## src/rtl/ooo_pkg.sv

```systemverilog
// Shared types for the out-of-order front end: opcodes, op classes, the decoded
// instruction record and the pure decode function used at capture time.
package ooo_pkg;

   localparam int INSTR_W = 12;
   localparam int REG_W   = 3;
   localparam int SEQ_W   = 3;

   typedef enum logic [2:0] {
      OP_ADD  = 3'b000,
      OP_SUB  = 3'b001,
      OP_AND  = 3'b010,
      OP_OR   = 3'b011,
      OP_XOR  = 3'b100,
      OP_LD   = 3'b101,
      OP_HALT = 3'b111
   } opcode_e;

   localparam logic [2:0] OP_ILLEGAL = 3'b110;

   typedef enum logic [1:0] {
      CLS_ALU  = 2'd0,
      CLS_LOAD = 2'd1,
      CLS_HALT = 2'd2
   } op_class_e;

   typedef struct packed {
      op_class_e         op_class;
      opcode_e           alu_op;
      logic [REG_W-1:0]  rd;
      logic [REG_W-1:0]  rs1;
      logic [REG_W-1:0]  rs2;
      logic              use_rs1;
      logic              use_rs2;
      logic [REG_W-1:0]  ld_addr;
      logic [SEQ_W-1:0]  tag;
   } decoded_instr_t;

   // Tag is left zero; the queue stamps it at push time.
   function automatic decoded_instr_t decode_instr(input logic [INSTR_W-1:0] w);
      decoded_instr_t d;
      d        = '0;
      d.alu_op = opcode_e'(w[11:9]);
      case (w[11:9])
         3'b000, 3'b001, 3'b010, 3'b011, 3'b100: begin
            d.op_class = CLS_ALU;
            d.rd       = w[8:6];
            d.rs1      = w[5:3];
            d.rs2      = w[2:0];
            d.use_rs1  = 1'b1;
            d.use_rs2  = 1'b1;
         end
         3'b101: begin
            // Loads carry an immediate address in the rs2 slot; no source regs read.
            d.op_class = CLS_LOAD;
            d.rd       = w[8:6];
            d.ld_addr  = w[2:0];
         end
         default: d.op_class = CLS_HALT;
      endcase
      return d;
   endfunction

endpackage

```

## src/rtl/instr_decode_queue_if.sv

```systemverilog
// Capture/issue bundle between the pin front end, the decode queue and the issue stage.
interface instr_decode_queue_if;
   import ooo_pkg::*;

   logic [INSTR_W-1:0] instr_in;
   logic               instr_valid;
   logic               dq_valid;
   logic               dq_ready;
   decoded_instr_t     dq_instr;
   logic               dq_halt;
   logic               q_full;
   logic               overflow;
   logic               illegal;

   modport master (
      output instr_in, instr_valid, dq_ready,
      input  dq_valid, dq_instr, dq_halt, q_full, overflow, illegal
   );

   modport slave (
      input  instr_in, instr_valid, dq_ready,
      output dq_valid, dq_instr, dq_halt, q_full, overflow, illegal
   );

endinterface

```

## src/rtl/sync_fifo.sv

```systemverilog
// Single-clock FIFO with wrap-bit pointers; a push into a full FIFO is accepted
// only when a pop happens on the same edge.
module sync_fifo #(
   parameter int WIDTH = 8,
   parameter int DEPTH = 4
) (
   input  logic             clock,
   input  logic             reset,
   input  logic             push,
   input  logic             pop,
   input  logic [WIDTH-1:0] din,
   output logic [WIDTH-1:0] dout,
   output logic             empty,
   output logic             full
);

   localparam int AW = $clog2(DEPTH);

   logic [AW:0]      wr_ptr, rd_ptr;
   logic [WIDTH-1:0] mem [DEPTH];
   logic             wr_en, rd_en;

   assign empty = (wr_ptr == rd_ptr);
   assign full  = (wr_ptr[AW] != rd_ptr[AW]) && (wr_ptr[AW-1:0] == rd_ptr[AW-1:0]);
   assign wr_en = push & (~full | pop);
   assign rd_en = pop & ~empty;
   assign dout  = mem[rd_ptr[AW-1:0]];

   always_ff @(posedge clock) begin
      if (reset) begin
         wr_ptr <= '0;
         rd_ptr <= '0;
      end else begin
         if (wr_en) wr_ptr <= wr_ptr + {{AW{1'b0}}, 1'b1};
         if (rd_en) rd_ptr <= rd_ptr + {{AW{1'b0}}, 1'b1};
      end
   end

   // Storage needs no reset; validity is tracked by the pointers alone.
   always_ff @(posedge clock) begin
      if (wr_en && !reset) mem[wr_ptr[AW-1:0]] <= din;
   end

endmodule

```

## src/rtl/instr_decode_queue.sv

```systemverilog
// Decodes incoming instruction words, stamps a wrapping age tag and buffers them
// in order for the issue stage; HALT closes the stream until reset.
module instr_decode_queue
   import ooo_pkg::*;
#(
   parameter int DEPTH = 4,
   parameter int TAG_W = SEQ_W
) (
   input  logic                 clock,
   input  logic                 reset,
   instr_decode_queue_if.slave  bus
);

   localparam int EW = $bits(decoded_instr_t);

   decoded_instr_t   dec, entry, head;
   logic [TAG_W-1:0] next_tag;
   logic             halted;
   logic             overflow_q, illegal_q;
   logic             live, is_illegal, push_req, push, pop;
   logic             empty, full;

   assign live       = bus.instr_valid & ~halted;
   assign is_illegal = (bus.instr_in[11:9] == OP_ILLEGAL);
   assign push_req   = live & ~is_illegal;
   assign pop        = ~empty & bus.dq_ready;
   assign push       = push_req & (~full | pop);

   always_comb begin
      dec       = decode_instr(bus.instr_in);
      entry     = dec;
      entry.tag = SEQ_W'(next_tag);
   end

   sync_fifo #(.WIDTH(EW), .DEPTH(DEPTH)) u_fifo (
      .clock (clock),
      .reset (reset),
      .push  (push),
      .pop   (pop),
      .din   (entry),
      .dout  (head),
      .empty (empty),
      .full  (full)
   );

   // A word dropped on full consumes no tag and cannot raise halted.
   always_ff @(posedge clock) begin
      if (reset) begin
         next_tag   <= '0;
         halted     <= 1'b0;
         overflow_q <= 1'b0;
         illegal_q  <= 1'b0;
      end else begin
         if (push) next_tag <= next_tag + TAG_W'(1);
         if (push && dec.op_class == CLS_HALT) halted <= 1'b1;
         if (push_req && full && !pop) overflow_q <= 1'b1;
         if (live && is_illegal) illegal_q <= 1'b1;
      end
   end

   assign bus.dq_valid = ~empty;
   assign bus.dq_instr = head;
   assign bus.dq_halt  = ~empty && (head.op_class == CLS_HALT);
   assign bus.q_full   = full;
   assign bus.overflow = overflow_q;
   assign bus.illegal  = illegal_q;

endmodule

```

## src/flat_wrapper.sv

```systemverilog
// flat-port wrapper written by rule: the top's interface ports become plain ports
module instr_decode_queue_flat import ooo_pkg::*;
#(
   parameter int DEPTH = 4,
   parameter int TAG_W = SEQ_W
)
  (clock, reset, bus_instr_in, bus_instr_valid, bus_dq_ready, bus_dq_valid, bus_dq_instr, bus_dq_halt, bus_q_full, bus_overflow, bus_illegal);
  instr_decode_queue_if bus_i ();
  input  logic clock;
  input  logic reset;
  input wire logic [$bits(bus_i.instr_in)-1:0] bus_instr_in;
  input wire logic [$bits(bus_i.instr_valid)-1:0] bus_instr_valid;
  input wire logic [$bits(bus_i.dq_ready)-1:0] bus_dq_ready;
  output wire logic [$bits(bus_i.dq_valid)-1:0] bus_dq_valid;
  output wire logic [$bits(bus_i.dq_instr)-1:0] bus_dq_instr;
  output wire logic [$bits(bus_i.dq_halt)-1:0] bus_dq_halt;
  output wire logic [$bits(bus_i.q_full)-1:0] bus_q_full;
  output wire logic [$bits(bus_i.overflow)-1:0] bus_overflow;
  output wire logic [$bits(bus_i.illegal)-1:0] bus_illegal;
  assign bus_i.instr_in = bus_instr_in;
  assign bus_i.instr_valid = bus_instr_valid;
  assign bus_i.dq_ready = bus_dq_ready;
  assign bus_dq_valid = bus_i.dq_valid;
  assign bus_dq_instr = bus_i.dq_instr;
  assign bus_dq_halt = bus_i.dq_halt;
  assign bus_q_full = bus_i.q_full;
  assign bus_overflow = bus_i.overflow;
  assign bus_illegal = bus_i.illegal;
  instr_decode_queue #(.DEPTH(DEPTH), .TAG_W(TAG_W)) u_core (.clock(clock), .reset(reset), .bus(bus_i));
endmodule
```

## config.mk

```make
export PLATFORM = sky130hd
export DESIGN_NAME = instr_decode_queue_flat
export DESIGN_NICKNAME = d
export VERILOG_FILES = /design/src/rtl/ooo_pkg.sv /design/src/rtl/instr_decode_queue_if.sv /design/src/rtl/sync_fifo.sv /design/src/rtl/instr_decode_queue.sv /design/src/flat_wrapper.sv
export SDC_FILE = /design/constraint.sdc
export NUM_CORES = 1
export LEC_CHECK = 0
export CAP_MARGIN = 20
export CORE_MARGIN = 2
export CORE_UTILIZATION = 30
export CTS_CLUSTER_SIZE = 20
export DETAILED_ROUTE_END_ITERATION = 16
export PLACE_DENSITY = 0.52
export SLEW_MARGIN = 20
export SYNTH_ARGS = -nofsm -noshare
export SYNTH_HDL_FRONTEND = slang
export SYNTH_SLANG_ARGS = --single-unit
```

## constraint.sdc

```tcl
create_clock -name clock -period 4.47 [get_ports clock]
set_input_delay 0.6705 -clock clock [delete_from_list [all_inputs] [get_ports clock]]
set_output_delay 0.6705 -clock clock [all_outputs]
set_load 0.1 [all_outputs]
```

Word-level counts from Yosys, hierarchy flattened

Memories as Yosys holds them, arrays and structs flattened. A register that Yosys moved wholly into a read port is not among the register bits.
Index checks and enable logic that the tools add are counted.

Add/subtract/negate cells: 3
Multiply operators: 0
Div/mod/pow operators: 0
Magnitude comparators: 0
Equal/unequal tests: 11
Shifts and indexed selects: 0
Muxes and demuxes: 8
Bitwise gates (word level): 11
Reductions and logical operators: 12

Operators with widths:

| kind                                                                   | count |
|---|---|
| 3-bit by 1-bit adder with 3-bit output (second input constant)         | 3 |
| 3-bit equality test (second input constant)                            | 3 |
| 8-bit 2-to-1 mux                                                       | 1 |
| 1-bit logical AND                                                      | 7 |
| 1-bit bitwise AND                                                      | 6 |
| 3-bit by 2-bit equality test with 1-bit output (second input constant) | 2 |
| 3-bit 2-to-1 mux                                                       | 2 |
| 6-bit OR reduction                                                     | 1 |
| 5-bit OR reduction                                                     | 1 |
| 2-bit equality test (second input constant)                            | 2 |
| 2-bit 2-to-1 mux                                                       | 2 |
| 1-bit inverter                                                         | 4 |
| 2-bit case mux with 2 select lines                                     | 1 |
| 3-bit by 1-bit equality test with 1-bit output (second input constant) | 1 |
| 3-bit equality test                                                    | 1 |
| 3-bit zero test                                                        | 1 |
| 2-bit equality test                                                    | 1 |
| 1-bit zero test                                                        | 2 |
| 1-bit 2-to-1 mux                                                       | 2 |
| 1-bit inequality test                                                  | 1 |
| 1-bit bitwise OR                                                       | 1 |

Register bits after elaboration: 12
Bits in latches: 0
Memory bits (writable): 88
Bits in read-only memories: 0
Input bits: 16
Output and inout bits: 27
Logic and storage cells: 52
Memories: 1

Memory list:

| memory            | depth | width | rd ports | clocked after Yosys merged registers in | wr ports | line            | RTL |
|---|---|---|---|---|---|---|---|
| u_core.u_fifo.mem | 4     | 22    | 1        | 1                                       | 1        | sync_fifo.sv:20 | `logic [WIDTH-1:0] mem [DEPTH];` |

Longest topological paths before layout

Word-level depth: 9
Depth in mapped cells: 5
Gate-level depth less buffers: 4

Cells and area by module

A second synthesis with hierarchy kept.

Cells, all modules: 224
Area, all modules: 4156.5 um^2

Modules (own cells, without submodules):

| module             | instances | cells an instance | area each (um^2) | seq. area each (um^2) |
|---|---|---|---|---|
| sync_fifo          | 1         | 174               | 3723.6           | 2802.7 |
| instr_decode_queue | 1         | 50                | 432.9            | 120.1 |

Least setup slack after synthesis

No wires, ideal clock.

Path kind: input to register
Start: input port bus_instr_valid
End: memory u_core.u_fifo.mem[0][0] (netlist name), enable pin
Setup time: 0.430 ns
Arrival: 3.023 ns
Data required time: 4.040 ns
Setup slack: 1.017 ns
Cell stages on the path: 4
Buffers on the path: 0
Cell sequence: nor2b_1 > o21ai_1 > or2_0 > nor3b_1

Cells in the longest elaborated chain, start to end: 7

Ends and longest elaborated chain:

| what                                   | line                     | RTL |
|---|---|---|
| start: declaration                     | flat_wrapper.sv:12       | `input wire logic [$bits(bus_i.instr_valid)-1:0] bus_instr_valid;` |
| 1-bit bitwise AND                      | instr_decode_queue.sv:23 | `assign live = bus.instr_valid & ~halted;` |
| 1-bit bitwise AND                      | instr_decode_queue.sv:25 | `assign push_req = live & ~is_illegal;` |
| 1-bit bitwise AND                      | instr_decode_queue.sv:27 | `assign push = push_req & (~full \| pop);` |
| 1-bit bitwise AND                      | sync_fifo.sv:25          | `assign wr_en = push & (~full \| pop);` |
| 1-bit logical AND                      | sync_fifo.sv:41          | `if (wr_en && !reset) mem[wr_ptr[AW-1:0]] <= din;` |
| 1-bit 2-to-1 mux                       | sync_fifo.sv:41          |  |
| 1-bit 2-to-1 mux (implied by the code) | sync_fifo.sv:41          |  |
| end: declaration                       | sync_fifo.sv:20          |  |

No other way between the ends.

Worst setup path in the final report

Start: register u_core.u_fifo.wr_ptr[1]
End: output port bus_dq_valid

Cells in the longest elaborated chain, start to end: 2

Ends and longest elaborated chain:

| what                     | line                     | RTL |
|---|---|---|
| start: declaration       | sync_fifo.sv:19          | `logic [AW:0] wr_ptr, rd_ptr;` |
| start signal: assignment | sync_fifo.sv:34          | `if (wr_en) wr_ptr <= wr_ptr + {{AW{1'b0}}, 1'b1};` |
| 3-bit equality test      | sync_fifo.sv:23          | `assign empty = (wr_ptr == rd_ptr);` |
| 1-bit inverter           | instr_decode_queue.sv:61 | `assign bus.dq_valid = ~empty;` |
| end: declaration         | flat_wrapper.sv:14       | `output wire logic [$bits(bus_i.dq_valid)-1:0] bus_dq_valid;` |

No other way between the ends.

==> impl_results.md <==
* Number of unique standard cell types used by synthesis at 35
* IO Port Bufs at 42
* Critical Path RT at 3.80 ns
* Synth warn at 0
* Worst min path class: flip-flop to flip-flop
* Area of the core at 12570 sq um
* Met3 usage at 3.141%
* Design area at 4773 sq um
* Ys flop type: edfxtp_1
* Row cnt at 41
* CTS Buffer Depth at 2
* Reg clk slew, reported paths at 0.07 ns
* Yosys top cell area share at 65.52%
* CP Data Arrival Time at 2.46 ns
* Total Wirelength at 7.084 mm
* Routed length per instance at 16.36 microns
* Crit path largest cell delay at 1.13 ns
* Final Max Slew Viols at 0
* TNS Setup at 0 ns
* Leak pwr at 1.596 nW
* # resized after CTS at 0
* Post-synthesis sequential area ratio at 72.80%
* Cts hold-fix bufs at 0
* Area delta synth->final at 23.98%
* Endpoints failing hold at 0
* GRT Util Overall at 10.97%
* Clock sink count at 98
* Die height at 117.3 microns
* Initial antenna violation count at 1
* Number of setup buffers added after CTS at 0
* Syn_area_per_cell at 18.97 sq um
* Syn Inst Count at 203
* Vias in the first global route at 2052
* Post-synth EDFFs at 84
* Dominant cell by count in the synthesized netlist: edfxtp_1
* Final Core Density at 37.98%
* Synth Cell Area at 3850 sq um
* CP Capture Type: primary output
* Initial DRC Count at 66
* RSZ-0062 raised after global routing: false
* Crit path max-delay family: buffers and inverters
* Boundary pin count at 43
* TritonCTS Buffers at 9
* Pwr Total at 2.409 mW
* Syn Nets at 225
* GRT overflow at 0
* Dpl cell area at 4488 sq um
* Area leader, netlist: edfxtp_1
* Kind of critical path: flip-flop to primary output
* CP cell instances: xor2_1 > or3_2 > clkdlybuf4s50_1
* DR DRC count at 0
* Fmax at 0.3195 GHz
* CTS tree: done
* First-pass GRT wire length at 10.96 mm
* Buf/Inv on CP at 1
* #FFs+latches synth at 98
* Fin crit share at 70.01%
* Initial core utilization at 30.63%
* Worst skew pair latency at 0.33 ns
* Root buffer cell: clkbuf_16
* Status: finished, final reports clean
* Via density at 4.497
* Power Dens Cells at 504.7 nW/um^2
* Chip width at 117.3 microns
* Routability congestion estimate at 0.7096
* Global routing's busiest layer: met2
* Total iterations of the first detailed-routing run at 4
* Filler instances at 1162
* Least-Margin Pin Slew at 0.9710 ns
* Detailed Place HPWL at 4.539 mm
* Asr flop ratio synth at 0%
* Setup violators final at 0
* H-tree Lvls at 3
* Synth area leaders: edfxtp_1, mux4_2, dfxtp_1
* ANT nets after route at 0
* Total Die Area at 13760 sq um
* Slowest-stage cell, CP: clkdlybuf4s50_1
* Routed vias at 1947
* Nets@finish at 278
* GRT met2 Usage at 17.85%
* Commonest cells in the netlist: edfxtp_1, mux4_2, dfxtp_1
* WHS at 0.4553 ns
* Crit path time final at 3.130 ns
* CP Max Fanout at 5
* Layout cells sized above 1 at 29.23%
* Clock Skew at 0.01192 ns
* Peak VDD IR at 0.0003774 V
* Met1 usage at 14.12%
* Total of max-cap violations at 0
* Slew HR at 35.06%
* Largest net degree at the start of global routing at 22
* CP startpoint kind: flip-flop
## per-stage QoR
step	setup WS, ns	std cells
6_report	1.340	433
3_3_place_gp	1.185	417
2_1_floorplan	1.017	203
4_1_cts	1.343	432
5_1_grt	1.219	432
3_5_place_dp	1.061	417
## worst paths after layout
check / startpoint / to / slack [ns] / depth (start not counted)
worst max-delay path: u_core.u_fifo.wr_ptr[1] / bus_dq_valid / 1.34 / 3
worst min-delay path: u_core.bus.overflow / u_core.bus.overflow / 0.46 / 2
worst max register to register: u_core.u_fifo.wr_ptr[1] / u_core.u_fifo.mem[1][13] / 1.87 / 6
worst min register to register: u_core.bus.overflow / u_core.bus.overflow / 0.46 / 2
## routing by layer
layer / vias to the layer above / part of all wire, %
li1: 908 / -
met1: 1001 / 45
met2: 32 / 50
met3: 6 / 4.1
met4: 0 / 1.1
met5: - / 0
## sequential cells by signal, indices dropped and copies added (netlist names), named ones only
signal / flops
u_core.u_fifo.mem: 84
u_core.next_tag: 3
u_core.bus.illegal: 1
u_core.halted: 1
u_core.u_fifo.rd_ptr: 3
u_core.bus.overflow: 1
u_core.u_fifo.wr_ptr: 3
## layout by cell type (no fill, tap or decap), types with 3 or more instances in the layout
master	instances
xor2_1	4
or3_2	3
edfxtp_1	84
clkdlybuf4s50_1	20
o21ai_0	6
mux4_2	21
ha_1	6
a21oi_1	7
nor3b_2	4
nor2_1	6
and2_1	12
buf_4	28
dfxtp_1	14
clkbuf_16	9
clkinv_2	3
inv_1	4
## power by group
part	leakage (nW)	total (mW)	internal [mW]	switching, mW
Clock	0.143	0.738	0.428	0.310
Combinational	0.563	0.633	0.168	0.465
Sequential	0.890	1.04	1.02	0.0170
Total	1.60	2.41	1.62	0.792
## kinds of logic after synthesis
group           Yosys count  synth area share [%]
flops                    98                 72.80
simple gates             38                 6.337
mux                      22                 12.54
compound gates           21                 3.184
buf+inv                  12                 1.625
xor+xnor                  6                 1.560
fa+ha+maj                 6                 1.950
## cell type report
cell class / count / area, sq um / area share [%]
clock buffer: 9 / 225.2 / 4.718
antenna: 1 / 2.502 / 0.05242
clock inverter: 6 / 57.56 / 1.206
tap: 172 / 215.2 / 4.509
timing repair buffer: 50 / 450.4 / 9.436
multi-input combinational: 93 / 1005 / 21.05
inverter: 4 / 15.01 / 0.3145
sequential: 98 / 2803 / 58.72
## tightest hold or removal path, stage by stage (launching register included)
cell	delay (ns)
dfxtp_1	0.31
inv_1	0.05
a21oi_1	0.05
No activity file was read; power rests on OpenSTA's default activity.
